`config.mk`:
```
export PLATFORM = sky130hd
export DESIGN_NAME = scan_shift_reg_flat
export DESIGN_NICKNAME = d
export VERILOG_FILES = /design/src/rtl/scan_shift_reg_if.sv /design/src/rtl/scan_shift_reg.sv /design/src/flat_wrapper.sv
export SDC_FILE = /design/constraint.sdc
export NUM_CORES = 1
export LEC_CHECK = 0
export BUFFER_PORTS_ARGS = -buffer_cell sky130_fd_sc_hd__buf_2
export CAP_MARGIN = 30
export CORE_MARGIN = 2
export CORE_UTILIZATION = 52
export DETAILED_ROUTE_END_ITERATION = 12
export HOLD_SLACK_MARGIN = 0.15
export PLACE_DENSITY = 0.86
export SETUP_SLACK_MARGIN = 0.1
export SYNTH_ARGS = -nofsm -noshare
export SYNTH_HDL_FRONTEND = slang
export SYNTH_SLANG_ARGS = --single-unit
```
`constraint.sdc`:
```
create_clock -name clk -period 2.8 [get_ports clk]
set_clock_uncertainty 0.1 [all_clocks]
set_input_delay 0.28 -clock clk [delete_from_list [all_inputs] [get_ports clk]]
set_output_delay 0.28 -clock clk [all_outputs]
set_load 0.005 [all_outputs]
```
`src/rtl/scan_shift_reg_if.sv`:
```
// -----------------------------------------------------------------------------
// scan_shift_reg_if
// Control/status bundle for the bar scanner.
//   master : drives ena, mode, div, load, clr; observes the scanner outputs
//   slave  : the scanner itself
// Signals:
//   ena          step enable
//   mode [1:0]   00 bounce, 01 rotate right, 10 rotate left, 11 one-shot right
//   div          prescaler divisor (one step every div+1 enabled cycles)
//   load         synchronous reload of the start position
//   clr          synchronous clear of period_count
//   Q [N-1:0]    bar pattern
//   dir          1 = moving toward LSB
//   tc_lsb       one-cycle pulse on arrival at bit 0
//   tc_msb       one-cycle pulse on arrival flush at bit N-1
//   period_count count of tc_lsb events (wraps)
//   done         one-shot finished (level)
// -----------------------------------------------------------------------------
interface scan_shift_reg_if #(
   parameter int N             = 8,
   parameter int COUNTER_WIDTH = 8,
   parameter int DIV_WIDTH     = 8
);
   logic                     ena;
   logic [1:0]               mode;
   logic [DIV_WIDTH-1:0]     div;
   logic                     load;
   logic                     clr;
   logic [N-1:0]             Q;
   logic                     dir;
   logic                     tc_lsb;
   logic                     tc_msb;
   logic [COUNTER_WIDTH-1:0] period_count;
   logic                     done;

   modport master (
      output ena, mode, div, load, clr,
      input  Q, dir, tc_lsb, tc_msb, period_count, done
   );

   modport slave (
      input  ena, mode, div, load, clr,
      output Q, dir, tc_lsb, tc_msb, period_count, done
   );
endinterface

```
`src/rtl/scan_shift_reg.sv`:
```
// -----------------------------------------------------------------------------
// scan_shift_reg
// Bar scanner: a run of W adjacent ones moves across an N-bit register in one
// of four modes (bounce, rotate right, rotate left, one-shot right sweep).
// Ports:
//   clk   rising-edge clock
//   rsta  asynchronous active-high reset
//   bus   scan_shift_reg_if.slave (ena, mode, div, load, clr in;
//         Q, dir, tc_lsb, tc_msb, period_count, done out)
// Optional feature macro: SCAN_SHIFT_REG_PRESCALER_EN
//   defined   : step prescaler active, one step every div+1 enabled cycles
//   undefined : no prescaler, every enabled cycle is a step, div ignored
// -----------------------------------------------------------------------------
module scan_shift_reg #(
   parameter int N             = 8,
   parameter int W             = 1,
   parameter int COUNTER_WIDTH = 8,
   parameter int DIV_WIDTH     = 8
) (
   input  logic            clk,
   input  logic            rsta,
   scan_shift_reg_if.slave bus
);
   localparam int PW = (N > 2) ? $clog2(N) : 1;
   localparam logic [PW-1:0] P_FLUSH = PW'(N - W);
   localparam logic [PW-1:0] P_TOP   = PW'(N - 1);

   typedef enum logic [1:0] {
      M_BOUNCE  = 2'b00,
      M_ROT_R   = 2'b01,
      M_ROT_L   = 2'b10,
      M_ONESHOT = 2'b11
   } mode_t;

   // W ones rotated left by p (bar may wrap across bit N-1 / bit 0)
   function automatic logic [N-1:0] f_bar(input logic [PW-1:0] p);
      logic [2*N-1:0] v_dbl;
      v_dbl = {{(2*N-W){1'b0}}, {W{1'b1}}} << p;
      return v_dbl[N-1:0] | v_dbl[2*N-1:N];
   endfunction

   logic [PW-1:0]            r_pos;
   logic [N-1:0]             r_q;
   logic                     r_dir;
   logic                     r_done;
   logic                     r_tc_lsb;
   logic                     r_tc_msb;
   logic [COUNTER_WIDTH-1:0] r_pc;
   mode_t                    r_mode;

   mode_t                    w_mode;
   logic                     w_tick;
   logic                     w_step;
   logic                     w_mode_chg;
   logic                     w_down;
   logic [PW-1:0]            w_pos_nxt;
   logic                     w_dir_nxt;
   logic                     w_done_nxt;
   logic                     w_tcl_nxt;
   logic                     w_tcm_nxt;
   logic [COUNTER_WIDTH-1:0] w_pc_nxt;

`ifdef SCAN_SHIFT_REG_PRESCALER_EN
   logic [DIV_WIDTH-1:0] r_psc;

   // >= rather than == so lowering div mid-count cannot stall the scanner
   assign w_tick = (r_psc >= bus.div);

   always_ff @(posedge clk or posedge rsta) begin
      if (rsta)          r_psc <= '0;
      else if (bus.load) r_psc <= '0;
      else if (bus.ena)  r_psc <= w_tick ? '0 : r_psc + DIV_WIDTH'(1);
   end
`else
   logic w_unused_div;
   assign w_tick       = 1'b1;
   assign w_unused_div = ^bus.div;
`endif

   assign w_mode     = mode_t'(bus.mode);
   assign w_mode_chg = (w_mode != r_mode);
   assign w_step     = bus.ena & w_tick & ~bus.load;
   // Bounce direction: beyond the flush point always go down; a stale dir left
   // by a rotate mode at either end is reflected instead of over-running.
   assign w_down     = (r_pos >= P_FLUSH) || (r_dir && (r_pos != '0));

   always_comb begin
      w_pos_nxt  = r_pos;
      w_dir_nxt  = r_dir;
      w_done_nxt = r_done;
      w_tcl_nxt  = 1'b0;
      w_tcm_nxt  = 1'b0;
      if (bus.load) begin
         w_pos_nxt  = P_FLUSH;
         w_dir_nxt  = 1'b1;
         w_done_nxt = 1'b0;
      end else begin
         if (w_mode_chg) w_done_nxt = 1'b0;
         if (w_step) begin
            unique case (w_mode)
               M_BOUNCE: begin
                  if (w_down) begin
                     w_pos_nxt = r_pos - PW'(1);
                     w_dir_nxt = 1'b1;
                     if (r_pos == PW'(1)) begin
                        w_tcl_nxt = 1'b1;
                        w_dir_nxt = 1'b0;
                     end
                  end else begin
                     w_pos_nxt = r_pos + PW'(1);
                     w_dir_nxt = 1'b0;
                     if (w_pos_nxt == P_FLUSH) begin
                        w_tcm_nxt = 1'b1;
                        w_dir_nxt = 1'b1;
                     end
                  end
               end
               M_ROT_R: begin
                  w_pos_nxt = (r_pos == '0) ? P_TOP : r_pos - PW'(1);
                  w_dir_nxt = 1'b1;
                  w_tcl_nxt = (r_pos == PW'(1));
               end
               M_ROT_L: begin
                  w_pos_nxt = (r_pos == P_TOP) ? '0 : r_pos + PW'(1);
                  w_dir_nxt = 1'b0;
                  w_tcm_nxt = (w_pos_nxt == P_FLUSH);
               end
               M_ONESHOT: begin
                  if (!r_done) begin
                     w_pos_nxt = (r_pos == '0) ? P_TOP : r_pos - PW'(1);
                     w_dir_nxt = 1'b1;
                     if (r_pos == PW'(1)) begin
                        w_tcl_nxt  = 1'b1;
                        w_done_nxt = 1'b1;
                     end
                  end
               end
            endcase
         end
      end
      if (bus.clr)        w_pc_nxt = '0;
      else if (w_tcl_nxt) w_pc_nxt = r_pc + COUNTER_WIDTH'(1);
      else                w_pc_nxt = r_pc;
   end

   always_ff @(posedge clk or posedge rsta) begin
      if (rsta) begin
         r_pos    <= P_FLUSH;
         r_q      <= f_bar(P_FLUSH);
         r_dir    <= 1'b1;
         r_done   <= 1'b0;
         r_tc_lsb <= 1'b0;
         r_tc_msb <= 1'b0;
         r_pc     <= '0;
         r_mode   <= M_BOUNCE;
      end else begin
         r_pos    <= w_pos_nxt;
         r_q      <= f_bar(w_pos_nxt);
         r_dir    <= w_dir_nxt;
         r_done   <= w_done_nxt;
         r_tc_lsb <= w_tcl_nxt;
         r_tc_msb <= w_tcm_nxt;
         r_pc     <= w_pc_nxt;
         r_mode   <= w_mode;
      end
   end

   assign bus.Q            = r_q;
   assign bus.dir          = r_dir;
   assign bus.tc_lsb       = r_tc_lsb;
   assign bus.tc_msb       = r_tc_msb;
   assign bus.period_count = r_pc;
   assign bus.done         = r_done;
endmodule

```
`src/flat_wrapper.sv`:
```
// flat-port wrapper written by rule: the top's interface ports become plain ports
module scan_shift_reg_flat 
#(
   parameter int N             = 8,
   parameter int W             = 1,
   parameter int COUNTER_WIDTH = 8,
   parameter int DIV_WIDTH     = 8
)
  (clk, rsta, bus_ena, bus_mode, bus_div, bus_load, bus_clr, bus_Q, bus_dir, bus_tc_lsb, bus_tc_msb, bus_period_count, bus_done);
  scan_shift_reg_if #(.N(N), .COUNTER_WIDTH(COUNTER_WIDTH), .DIV_WIDTH(DIV_WIDTH)) bus_i ();
  input  logic clk;
  input  logic rsta;
  input wire logic [$bits(bus_i.ena)-1:0] bus_ena;
  input wire logic [$bits(bus_i.mode)-1:0] bus_mode;
  input wire logic [$bits(bus_i.div)-1:0] bus_div;
  input wire logic [$bits(bus_i.load)-1:0] bus_load;
  input wire logic [$bits(bus_i.clr)-1:0] bus_clr;
  output wire logic [$bits(bus_i.Q)-1:0] bus_Q;
  output wire logic [$bits(bus_i.dir)-1:0] bus_dir;
  output wire logic [$bits(bus_i.tc_lsb)-1:0] bus_tc_lsb;
  output wire logic [$bits(bus_i.tc_msb)-1:0] bus_tc_msb;
  output wire logic [$bits(bus_i.period_count)-1:0] bus_period_count;
  output wire logic [$bits(bus_i.done)-1:0] bus_done;
  assign bus_i.ena = bus_ena;
  assign bus_i.mode = bus_mode;
  assign bus_i.div = bus_div;
  assign bus_i.load = bus_load;
  assign bus_i.clr = bus_clr;
  assign bus_Q = bus_i.Q;
  assign bus_dir = bus_i.dir;
  assign bus_tc_lsb = bus_i.tc_lsb;
  assign bus_tc_msb = bus_i.tc_msb;
  assign bus_period_count = bus_i.period_count;
  assign bus_done = bus_i.done;
  scan_shift_reg #(.N(N), .W(W), .COUNTER_WIDTH(COUNTER_WIDTH), .DIV_WIDTH(DIV_WIDTH)) u_core (.clk(clk), .rsta(rsta), .bus(bus_i));
endmodule
```
; Yosys cells after proc, flatten, opt, wreduce, memory -nomap -nowiden
; Cells that the tools add are included.
; Widths: inputs -> output; s select.
[classes]
add_sub_neg = 3
order_cmp = 1
n_eq_ne = 9
shift = 1
muxes = 32
bitwise = 3
n_reduce_logical = 8
[op_table]
columns = cell, count
row1 = $mux 1, 20
row2 = $mux 3, 6
row3 = $mux 8, 2
row4 = $shl 1x3->16 const A, 1
row5 = $pmux 3 s4, 1
row6 = $eq 3x3->1 const B, 3
row7 = $add 8x1->8 const B, 1
row8 = $or 8x8->8, 1
row9 = $eq 2x2->1 const B, 2
row10 = $pmux 1 s4, 1
row11 = $reduce_bool 2->1, 2
row12 = $add 3x1->3 const B, 1
row13 = $eq 3x1->1 const B, 1
row14 = $ge 3x3->1 const B, 1
row15 = $logic_not 3->1, 1
row16 = $ne 3x3->1 const B, 1
row17 = $pmux 1 s3, 1
row18 = $reduce_bool 3->1, 1
row19 = $sub 3x1->3 const B, 1
row20 = $eq 2x1->1 const B, 1
row21 = $logic_not 2->1, 1
row22 = $ne 2x2->1, 1
row23 = $pmux 1 s2, 1
row24 = $reduce_and 2->1, 1
row25 = other kinds (4), 4
[word_totals]
regBits = 25
input_bits = 15
out_inout_bits = 20
word_cells = 65

; Logic depth before layout (Yosys ltp)
[logic_depth]
depth_word = 9
mapped_depth = 8
mapped_depth_nobuf = 8

; Worst setup path before layout
; No wires, ideal clock.
[synth_path]
kind = register to register
startpoint = reg u_core.r_pos[0]
endpoint = reg u_core.r_q[7], in the netlist u_core.bus.Q[7]
setup_time_ns = 0.097
t_arrival_ns = 2.035
required_time_ns = 2.603
slack_ns = 0.568
path_stages_with_launch = 8
path_buffers = 0
synth_period_minus_slack_ns = 2.232
path_cell_list = dfstp_2 inv_1 ha_1 or3b_2 a21oi_1 a311oi_1 o31a_1 nor4_1
[synth_between]
elab_chain_cells = 9
word_cells_on_any_way = 17
cone_classes = add/sub: 2 / order compare: 1 / eq/ne: 1 / shift: 1 / mux: 7 / bitwise: 1 / reduce/logical: 4
[synth_rtl]
columns = element, line
row1 = from (decl), scan_shift_reg.sv:42  ; logic [PW-1:0] r_pos;
row2 = from (signal assigned), scan_shift_reg.sv:157  ; r_pos <= w_pos_nxt;
row3 = branches (longest 5 deep; another with $sub 3x1->3), -
row4 = $mux 3 *, scan_shift_reg.sv:99  ; if (w_step) begin
row5 = $mux 3 *, scan_shift_reg.sv:93  ; if (bus.load) begin
row6 = $shl 1x3->16 *, scan_shift_reg.sv:38  ; v_dbl = {{(2*N-W){1'b0}}, {W{1'b1}}} << p;
row7 = $or 8x8->8 *, scan_shift_reg.sv:39  ; return v_dbl[N-1:0] | v_dbl[2*N-1:N];
row8 = to (signal assigned), scan_shift_reg.sv:149  ; r_q <= f_bar(P_FLUSH);
row9 = to (signal assigned), scan_shift_reg.sv:158  ; r_q <= f_bar(w_pos_nxt);
row10 = to (decl), scan_shift_reg.sv:43  ; logic [N-1:0] r_q;
; Mark *: on every way between the ends.
; A chain may end at the register's enable or synchronous reset.

; Worst setup path in the final report
[layout_path]
startpoint = reg u_core.r_pos[0]
endpoint = reg u_core.r_q[5], in the netlist u_core.bus.Q[5]
; Same word-level chain as after synthesis.

==> results by group <==
Outcome
  – Outcome: complete, no violations

STA
  – RSZ-0062 raised after global routing: no
  – Final setup vio count: 0
  – Setup total negative slack: 0 ns
  – Max Fclk: 0.399 GHz
  – Post-layout min period: 2.51 ns
  – Final Hold Fails: 0
  – Slew HR: 0.402
  – Final Max Tran Viols: 0
  – Min Hold Slack: 0.168 ns
  – Final period util: 0.896
  – Worst slew pin tran: 0.896 ns

Power
  – Power Density: 412 mW/mm^2
  – Lkg Pwr: 0.783 nW
  – Design Power: 0.000683 W
  – Sequential power share: 0.577
  – Switching part of the total: 0.288
  – Switching power: 0.000197 W
  – Maximum VDD drop: 0.338 mV
  – Clock power share: 0.238
  – Part of the power in combinational logic: 0.185
  – Pint: 0.000487 W

Setup path
  – Worst path bufs/invs: 2
  – Nature of the critical path startpoint: register
  – Setup crit start: u_core.r_pos[0]$_DFF_PP1_
  – Delay-heaviest family, CP: compound AO/OA/AOI/OAI gates
  – Critical Path RT: 2.89 ns
  – Depth of the most critical reg-to-reg path: 8
  – Crit path arrival time: 2.60 ns
  – Crit end category: register
  – Crit-path slowest cell: dfstp_2
  – Levels on crit path: 8
  – CP max FO: 8
  – CP max stage delay: 0.65 ns
  – R2r startpoint: u_core.r_pos[0]$_DFF_PP1_
  – Worst path cell trace: inv_1, ha_1, nand2b_1, a21oi_4, buf_4, xnor2_1, o31ai_1, a211oi_1
  – WS Path Type: reg -> reg

GRT
  – Largest net degree at the start of global routing: 26
  – GR Overflow Total: 0
  – GRT Overall Usage: 0.208
  – Initial antenna violation count: 0
  – First-pass GRT wire length: 5270 um
  – Vias in the first global route: 1160

Placed design
  – RD Place Congestion: 0.878
  – DP HPWL: 2160 um
  – Post-Place Cells: 190
  – I/O Buffers: 26

Floorplan
  – Die area: 0.00318 mm^2
  – Starting Density: 0.532
  – Core box area: 0.00269 mm^2
  – Std-Cell Rows: 19
  – Die span in x: 56.4 um
  – I/O pin cnt: 35
  – Die Y: 56.4 um

Route
  – DRT iter0 DRCs: 51
  – Drt wl/cell: 14.7 um
  – Via/cell ratio: 5.79
  – Routed Antenna Nets: 0
  – Drt pass-1 iters: 4
  – Via count: 1163
  – Final wirelength: 2950 um
  – DRC: 0

CTS
  – Clock-pin slew on the worst setup and hold paths: 0.13 ns
  – Post-CTS Resized: 0
  – Num Clock Sinks: 25
  – Longest Clk Path Bufs: 2
  – CTS tree: built
  – CTS buffer count: 3
  – Worst-skew pair later-pin latency: 0.32 ns
  – Root Buffer Master: clkbuf_4
  – Number of H-tree levels: 1

Cells and area
  – Area used by multi-input combinational logic: 736 um^2
  – Nets: 193
  – Finished Layout Cells: 201
  – Ratio of cells with drive above 1 in the final layout: 0.294
  – Core Util, Final: 0.618
  – Filler instances: 221
  – Register Area: 632 um^2
  – P&R area growth vs syn: 16.1%
  – N_diodes: 0

Synth
  – Post-synth EDFFs: 0
  – Mapped Area: 0.00143 mm^2
  – FFs w/ async S/R, synth: 1.00
  – Register area share after synthesis: 0.442
  – Syn Area/Cell: 10.4 um^2
  – Synthesized instance count: 138
  – Synth unique cells: 47
  – Ys Warns: 0
  – Yosys reg bits: 25
  – Predominant post-synthesis flop cell: dfrtp_1
  – Post-Syn Nets: 160

Flow run
  – Total of max-cap violations: 0

Worst hold path
  – Hold Crit Class: in -> reg
  – WHS Path Cells: 1
  – HP Start: bus_mode[0]
## cell usage after synthesis, types with 2 or more instances
library cell,number,area share
buf_1,2,0.0053
xnor2_1,3,0.018
xor2_1,4,0.025
mux2_2,2,0.016
dfrtp_1,20,0.35
or4_1,3,0.016
a211oi_1,5,0.026
o211ai_1,2,0.011
ha_1,7,0.061
nor4_1,5,0.022
nand2_1,9,0.024
inv_1,7,0.018
nand4_1,3,0.013
nand3_1,4,0.014
o31ai_1,3,0.016
nand2b_4,2,0.019
dfstp_2,5,0.092
a21oi_1,9,0.032
nand2b_1,3,0.013
nor2_1,12,0.032
mux2i_1,2,0.014
## power by group through the flow
stage | clock [W] | sequential, W | combinational [W]
final | 0.000163 | 0.000394 | 0.000126
after global routing | 0.000182 | 0.000397 | 0.000142
after CTS | 0.000167 | 0.000394 | 0.000125
after detailed placement | 0 | 0.000400 | 0.000120
after global placement | 0 | 0.000400 | 0.000115
after floorplan | 0 | 0.000397 | 0.0000906
## cells in the final DEF (no fill, tap or decap), types with 3 or more instances in the layout
| cell | Yosys | routed |
|---|---|---|
| buf_2 | 1 | 26 |
| dfrtp_1 | 20 | 20 |
| nor2_1 | 12 | 12 |
| nand2_1 | 9 | 9 |
| a21oi_1 | 9 | 9 |
| inv_1 | 7 | 7 |
| ha_1 | 7 | 7 |
| a211oi_1 | 5 | 5 |
| nor4_1 | 5 | 5 |
| dfstp_2 | 5 | 5 |
| xor2_1 | 4 | 4 |
| nand3_1 | 4 | 4 |
| dlygate4sd3_1 | 0 | 4 |
| nand2b_1 | 3 | 3 |
| o31ai_1 | 3 | 3 |
| or4_1 | 3 | 3 |
| nand4_1 | 3 | 3 |
| xnor2_1 | 3 | 3 |
| clkbuf_4 | 0 | 3 |
| buf_4 | 1 | 3 |
## logic make-up after synthesis
logic type / Yosys count / share of synthesized area
buf+inv: 13 / 0.0429
compound gates: 33 / 0.191
simple gates: 49 / 0.190
flops: 25 / 0.442
xor+xnor: 7 / 0.0429
mux: 4 / 0.0298
fa+ha+maj: 7 / 0.0613
## through the flow
stage | worst slack, ns | cell area [um^2]
finish | 0.292 | 1660
global route | 0.112 | 1660
CTS | 0.274 | 1640
detailed placement | 0.315 | 1570
global placement | 0.394 | 1570
floorplan | 0.568 | 1430
## what timing repair did
| item | 4_1_cts | 5_1_grt |
|---|---|---|
| hold endpoints to repair | 29 | 0 |
| setup endpoints to repair | 0 | 1 |
| setup buffers | 0 | 3 |
| hold buffers | 4 | 0 |
## registers in the layout, summed over array words and instances, names as in the netlist
register	cells
u_core.bus.Q	8
u_core.bus.dir	1
u_core.bus.done	1
u_core.bus.period_count	8
u_core.bus.tc_lsb	1
u_core.bus.tc_msb	1
u_core.r_mode	2
u_core.r_pos	3
## path summary, 6_finish.rpt
check / end / slack (ns)
setup reg to reg: u_core.bus.Q[5]$_DFF_PP0_ / 0.29
min in group asynchronous: u_core.bus.tc_lsb$_DFF_PP0_ / 0.58
max in group asynchronous: u_core.bus.period_count[3]$_DFFE_PP0P_ / 1.48
hold / removal: u_core.r_mode[0]$_DFF_PP0_ / 0.17
setup / recovery: u_core.bus.Q[5]$_DFF_PP0_ / 0.29
hold reg to reg: u_core.bus.period_count[7]$_DFFE_PP0P_ / 0.46
## layer usage
metal | GRT usage | part of all wire | vias up
li1 | - | - | 565
met2 | 0.334 | 0.50 | 32
met5 | 0 | 0 | -
met4 | 0.0952 | 0.014 | 0
met3 | 0.0323 | 0.039 | 6
met1 | 0.276 | 0.44 | 560
## layout make-up
cell class                      count  area share
Timing Repair Buffer               33       0.116
Tap cell                           31      0.0234
Clock buffer                        3      0.0136
Sequential cell                    25       0.381
Multi-Input combinational cell    100       0.443
Inverter                            8      0.0181
Clock inverter                      1     0.00452
Note: power is estimated with default switching activity, not from simulation.
